==> src/rtl/divider_n.sv <==
// -----------------------------------------------------------------------------
// divider_n
//
// Sequential restoring divider. It handles both signed (two's-complement,
// truncating) and unsigned division, using one shift-subtract step per clock.
//
// Operands are converted to magnitudes when the request is accepted. The core
// then runs WIDTH restoring iterations on a (2*WIDTH+1)-bit remainder/quotient
// register. A final cycle applies sign correction and registers the result.
// A zero divisor skips the iteration phase. In that case the result is
// Hi = A, Lo = all ones and div0 = 1.
//
// Ports
//   clock      : single clock, all state changes on the rising edge
//   reset_n    : asynchronous active-low reset
//   start      : request a division (only honoured in IDLE)
//   is_signed  : 1 = two's-complement division, 0 = unsigned (sampled with start)
//   A, B       : dividend / divisor (sampled with start)
//   Hi, Lo     : registered remainder / quotient
//   busy       : division in progress
//   done       : one-cycle pulse, Hi/Lo/div0 valid
//   div0       : registered divide-by-zero flag of the last accepted operation
// -----------------------------------------------------------------------------
module divider_n #(
  parameter int WIDTH = 32
) (
  input  logic             clock,
  input  logic             reset_n,
  input  logic             start,
  input  logic             is_signed,
  input  logic [WIDTH-1:0] A,
  input  logic [WIDTH-1:0] B,
  output logic [WIDTH-1:0] Hi,
  output logic [WIDTH-1:0] Lo,
  output logic             busy,
  output logic             done,
  output logic             div0
);

  localparam int CW = $clog2(WIDTH + 1);

  typedef enum logic [1:0] {
    IDLE   = 2'd0,
    RUN    = 2'd1,
    FINISH = 2'd2
  } state_t;

  state_t             state_q, state_d;
  logic [2*WIDTH:0]   rq_q, rq_d;          // {remainder, quotient/dividend}
  logic [WIDTH-1:0]   b_mag_q, b_mag_d;
  logic               sign_a_q, sign_a_d;  // dividend was negative (signed op)
  logic               qneg_q, qneg_d;      // quotient must be negated
  logic [CW-1:0]      cnt_q, cnt_d;
  logic [WIDTH-1:0]   hi_q, hi_d;
  logic [WIDTH-1:0]   lo_q, lo_d;
  logic               busy_q, busy_d;
  logic               done_q, done_d;
  logic               div0_q, div0_d;

  // Operand magnitudes at acceptance.
  logic [WIDTH-1:0]   a_mag, b_mag;

  // One restoring iteration.
  logic [2*WIDTH:0]   shifted;
  logic [WIDTH:0]     upper;
  logic [WIDTH:0]     diff;
  logic               fits;

  // Unsigned results held in rq_q when the iteration phase is complete.
  logic [WIDTH-1:0]   q_mag, r_mag;

  always_comb begin
    a_mag = (is_signed && A[WIDTH-1]) ? -A : A;
    b_mag = (is_signed && B[WIDTH-1]) ? -B : B;

    shifted = rq_q << 1;
    upper   = shifted[2*WIDTH:WIDTH];
    diff    = upper - {1'b0, b_mag_q};
    // The remainder before the shift is below the divisor, so upper < 2*divisor.
    // If upper[WIDTH] is set, the divisor always fits. Otherwise both operands
    // fit in WIDTH bits, and diff[WIDTH] is the borrow.
    fits    = upper[WIDTH] | ~diff[WIDTH];

    q_mag = rq_q[WIDTH-1:0];
    r_mag = rq_q[2*WIDTH-1:WIDTH];
  end

  always_comb begin
    // NOTE: every *_d gets a default first so no path leaves it unassigned;
    // without this an incomplete case/if would infer a latch.
    state_d  = state_q;
    rq_d     = rq_q;
    b_mag_d  = b_mag_q;
    sign_a_d = sign_a_q;
    qneg_d   = qneg_q;
    cnt_d    = cnt_q;
    hi_d     = hi_q;
    lo_d     = lo_q;
    busy_d   = busy_q;
    done_d   = 1'b0;
    div0_d   = div0_q;

    unique case (state_q)
      IDLE: begin
        if (start) begin
          sign_a_d = is_signed & A[WIDTH-1];
          qneg_d   = is_signed & (A[WIDTH-1] ^ B[WIDTH-1]);
          b_mag_d  = b_mag;
          rq_d     = {{(WIDTH+1){1'b0}}, a_mag};
          cnt_d    = '0;
          busy_d   = 1'b1;
          if (B == '0) begin
            div0_d  = 1'b1;
            state_d = FINISH;
          end else begin
            div0_d  = 1'b0;
            state_d = RUN;
          end
        end
      end

      RUN: begin
        rq_d  = fits ? {diff, shifted[WIDTH-1:1], 1'b1} : shifted;
        cnt_d = cnt_q + CW'(1);
        if (cnt_q == CW'(WIDTH - 1)) begin
          state_d = FINISH;
        end
      end

      FINISH: begin
        if (div0_q) begin
          // rq_q still holds the dividend magnitude, so re-signing it
          // recovers A exactly as it was latched.
          hi_d = sign_a_q ? -q_mag : q_mag;
          lo_d = '1;
        end else begin
          hi_d = sign_a_q ? -r_mag : r_mag;
          lo_d = qneg_q   ? -q_mag : q_mag;
        end
        done_d  = 1'b1;
        busy_d  = 1'b0;
        state_d = IDLE;
      end

      default: begin
        state_d = IDLE;
        busy_d  = 1'b0;
      end
    endcase
  end

  // NOTE: sequential state is updated with non-blocking assignments only, so
  // every flop samples the pre-edge values regardless of statement order.
  always_ff @(posedge clock or negedge reset_n) begin
    if (!reset_n) begin
      state_q  <= IDLE;
      rq_q     <= '0;
      b_mag_q  <= '0;
      sign_a_q <= 1'b0;
      qneg_q   <= 1'b0;
      cnt_q    <= '0;
      hi_q     <= '0;
      lo_q     <= '0;
      busy_q   <= 1'b0;
      done_q   <= 1'b0;
      div0_q   <= 1'b0;
    end else begin
      state_q  <= state_d;
      rq_q     <= rq_d;
      b_mag_q  <= b_mag_d;
      sign_a_q <= sign_a_d;
      qneg_q   <= qneg_d;
      cnt_q    <= cnt_d;
      hi_q     <= hi_d;
      lo_q     <= lo_d;
      busy_q   <= busy_d;
      done_q   <= done_d;
      div0_q   <= div0_d;
    end
  end

  assign Hi   = hi_q;
  assign Lo   = lo_q;
  assign busy = busy_q;
  assign done = done_q;
  assign div0 = div0_q;

endmodule

==> config.mk <==
export PLATFORM = sky130hd
export DESIGN_NAME = divider_n
export DESIGN_NICKNAME = d
export VERILOG_FILES = /design/src/rtl/divider_n.sv
export SDC_FILE = /design/constraint.sdc
export NUM_CORES = 1
export LEC_CHECK = 0
export ABC_AREA = 0
export BUFFER_PORTS_ARGS = -buffer_cell sky130_fd_sc_hd__buf_2
export CORE_MARGIN = 4
export CORE_UTILIZATION = 45
export CTS_CLUSTER_SIZE = 10
export DETAILED_ROUTE_END_ITERATION = 8
export PLACE_DENSITY = 0.7
export SYNTH_ARGS = -nofsm -noshare
export SYNTH_HDL_FRONTEND = slang
export SYNTH_SLANG_ARGS = --single-unit
==> constraint.sdc <==
create_clock -name clock -period 4.4 [get_ports clock]
set_input_delay 0 -clock clock [delete_from_list [all_inputs] [get_ports clock]]
set_output_delay 0 -clock clock [all_outputs]
set_load 0.1 [all_outputs]
==> metrics.md <==
| Metric | Value |
|---|---|
| Outcome | finished, final reports clean |
| Hpwl dp | 24,600 um |
| Cells on worst reg2reg path | 12 |
| CP Depth | 12 |
| Hold path depth | 3 |
| Top FF cell, synth | dfrtp_1 |
| Site Rows | 59 |
| R2r setup slk | around 520 ps |
| Avg Cell Area, Syn | between 8 and 9 um2 |
| Ys Warns | 0 |
| Critical path origin | rq_q[31] |
| Post-synthesis sequential area ratio | between 30% and 40% |
| Mapped Area | ~12,000 um2 |
| Final setup violation count | 0 |
| Via density | 5.90 |
| Unrepaired setup endpoints after global routing | false |
| First drt pass iteration count | 5 |
| Die height | about 170 um |
| Hold crit path type | in2reg |
| Crit end category | flip-flop |
| Fillers | 2,458 |
| Async SR Flop Fraction | between 90% and 100% |
| Yosys reg bits | around 170 |
| Final WL | roughly 34,000 um |
| Initial antenna violation count | 0 |
| Family with the most delay on the worst path | compound AO/OA/AOI/OAI gates |
| Max Cap Viol | 0 |
| Buffers plus inverters on the worst setup path | 2 |
| Peak supply drop | around 0.00045 V |
| DRT iter0 DRCs | 846 |
| Worst-skew pair later-pin latency | about 440 ps |
| Critical Path Source Type | flip-flop |
| Ratio of cells with drive above 1 in the final layout | approximately 13% |
| Post-Synthesis Cells | around 1,500 |
| GP Congestion | roughly 0.92 |
| R2R Path End | rq_q[32] |
| Post-Layout Inst Area | about 14,000 um2 |
| Die area | between 20,000 and 30,000 um2 |
| F_max | 257 MHz |
| FF+latch area | around 4300 um2 |
| Diode count | 0 |
| TritonCTS Buffers | 17 |
| I/O Buffers | between 100 and 150 |
| Vias post-DR | around 11,000 |
| Slowest stage delay, CP | 620 ps |
| First-pass GRT wire length | ~57,000 um |
| Nets@finish | 1,706 |
| P&R area growth vs syn | 17.6% |
| Max transition margin | between 20% and 30% |
| Largest net degree at the start of global routing | 90 |
| Number of placed I/O pins | between 100 and 150 |
| CTS tree | done |
| Final setup TNS | 0 ps |
| Placed inst area | between 10,000 and 15,000 um2 |
| Clock sinks | approximately 170 |
| Worst EP arrival | around 4200 ps |
| Core area | 26,100 um2 |
| # resized after CTS | 0 |
| Worst-Margin Slew | around 1200 ps |
| Longest Clk Path Bufs | 2 |
| Clk Tree Root Cell | clkbuf_16 |
| Final slew viol count | 0 |
| Final period util | approximately 88% |
| Die X-Extent | around 170 um |
| Gr usage total | 23.5% |
| P per Cell Area | 785 nW/um2 |
| Initial core utilization | roughly 46% |
| Htree depth | 4 |
| CP Max Fanout | 32 |
| WS Path Type | reg2reg |
| GRT Residual Overflow | 0 |
| Fin. Hold Viols | 0 |
| Detail Route Antenna Nets | 0 |
| Critical Path Sink | rq_q[32] |
| Critical path's slowest cell | a21o_1 |
| Core Util, Final | a little over half |
| Routed WL per cell | between 15 and 20 um |
| DRC Markers | 0 |
| Tmin final | slightly below 4000 ps |
| Multi-input logic area | between 7000 and 8000 um2 |
| Setup Skew | between 10 and 15 ps |
| Static leakage | roughly 6.1 nW |
| Net Count, Synth | 1,574 |
| Vias in the first global route | between 10,000 and 15,000 |
| Worst-path cell chain | inv_1 -> ha_1 -> fa_1 -> nand2b_1 -> a21oi_1 -> o21ai_0 -> buf_4 -> a2111oi_1 -> o31ai_1 -> a21o_1 -> nand4_1 -> o311ai_0 |
| Reg-to-reg startpoint | rq_q[31] |
| CTS clk-pin slew, worst paths | around 70 ps |
| Distinct cells, synth | 67 |
| WP data required | between 4000 and 5000 ps |
| EDFF count, synth | 0 |
[cells in the final DEF, fill, tap and decap left out, drive strengths merged, types with 17 or more instances in the layout]
cell type | Yosys | final
a21oi | 104 | 104
a22oi | 32 | 32
buf | 11 | 148
clkbuf | 92 | 20
dfrtp | 173 | 173
dlygate4sd3 | 0 | 68
ha | 37 | 37
inv | 53 | 60
nand2 | 178 | 178
nand2b | 18 | 18
nand3 | 57 | 57
nand4 | 27 | 27
nor2 | 91 | 91
nor3 | 28 | 28
o211ai | 23 | 23
o21ai | 149 | 149
o31ai | 41 | 41
or3 | 23 | 23
or4 | 17 | 17
xnor2 | 67 | 67
xor2 | 99 | 99
[worst min-delay path by stage]
| stage | start | to | slack (ps) |
|---|---|---|---|
| after global placement | reset_n | Lo[28] | 140 |
| after CTS | B[3] | b_mag_q[3] | 7 |
| after global routing | B[3] | b_mag_q[3] | 10 |
| after detailed placement | reset_n | Lo[28] | 150 |
| final | B[3] | b_mag_q[3] | 20 |
| after floorplan | reset_n | Hi[0] | -300 |
[worst register-to-register path, cell delays in order, from the launching register on]
cell and delay (ps):
dfrtp_1 370, inv_1 100, ha_1 230, fa_1 400, nand2b_1 180, a21oi_1 240
o21ai_0 130, buf_4 170, a2111oi_1 610, o31ai_1 230, a21o_1 620, nand4_1 290
o311ai_0 140
[area by class of cell]
type	count	area share [%]
repair buffers	216	10.4
clock inverters	12	0.885
flip-flops and latches	173	30.6
well taps	335	2.97
inverters	53	1.41
multi-input cells	1139	50.4
clock buffers	20	3.23
[metal layers]
| metal | GRT usage [%] | up-vias | part of all wire [%] |
|---|---|---|---|
| met2 | 39.0 | 395 | 48 |
| met1 | 31.7 | 5501 | 43 |
| li1 | - | 5518 | - |
| met3 | 3.72 | 73 | 5.5 |
| met4 | 7.58 | 0 | 2.8 |
| met5 | 0 | - | 0 |
[logic make-up after synthesis]
family          count (synthesis)  synth area share, %
compound gates                435                 22.5
xor+xnor                      166                 12.1
mux                             6                0.614
fa+ha+maj                      38                 4.02
buf+inv                       156                 4.88
flops                         173                 36.0
simple gates                  494                 19.8
[state kept, by name, indices dropped and copies added, names as in the netlist]
signal and cells:
Hi 32, Lo 32, b_mag_q 32, busy 1
cnt_q 6, div0 1, done 1, qneg_q 1
rq_q 64, sign_a_q 1, state_q 2
[cells in the mapped netlist, types with 5 or more instances]
library cell / number / area share (%)
a22oi_1: 32 / 2.0
nor2_1: 91 / 2.8
o211ai_1: 23 / 1.4
or3_1: 22 / 1.1
nor3b_1: 5 / 0.31
o31ai_1: 40 / 2.5
nand2b_1: 18 / 0.94
and3_1: 7 / 0.36
nor2b_1: 5 / 0.26
xnor2_1: 67 / 4.9
nor4_1: 12 / 0.62
dfrtp_1: 173 / 36
a31oi_1: 9 / 0.47
a211oi_1: 9 / 0.56
xor2_1: 99 / 7.2
o21ai_0: 148 / 6.2
or4_1: 14 / 0.87
nand3_1: 57 / 2.4
nand4_1: 27 / 1.4
clkbuf_1: 92 / 2.9
a21o_1: 12 / 0.75
ha_1: 37 / 3.9
buf_1: 10 / 0.31
nand2_1: 178 / 5.6
and2_1: 9 / 0.47
or2_2: 8 / 0.42
o41ai_1: 13 / 0.95
o221ai_1: 8 / 0.58
nor3_1: 27 / 1.1
inv_1: 52 / 1.6
o2111ai_1: 5 / 0.36
a21oi_1: 103 / 4.3
[power by group]
group	total, mW	leakage [nW]	switching [mW]	internal, mW
sequential	3.11	2.21	0.924	2.18
combinational	6.47	3.62	3.93	2.53
clock	1.52	0.282	0.688	0.827
total	11.1	6.12	5.55	5.55
[what timing repair did]
action	4_1_cts	5_1_grt
buffers inserted	0	0
setup endpoints to repair	0	0
endpoints found under the hold margin	151	0
hold buffers	68	0
[through the flow]
| step | total power [mW] | hold slack (ps) | cells | setup slack, ps |
|---|---|---|---|---|
| after floorplan | 7.90 | -296 | 1468 | 1280 |
| after global placement | 9.32 | 139 | 1848 | 772 |
| after detailed placement | 9.46 | 149 | 1848 | 586 |
| after CTS | 11.1 | 7.42 | 1948 | 558 |
| after global routing | 12.0 | 10.4 | 1948 | 289 |
| final | 11.1 | 15.5 | 1948 | 516 |
(Power assumes the default switching activity.)
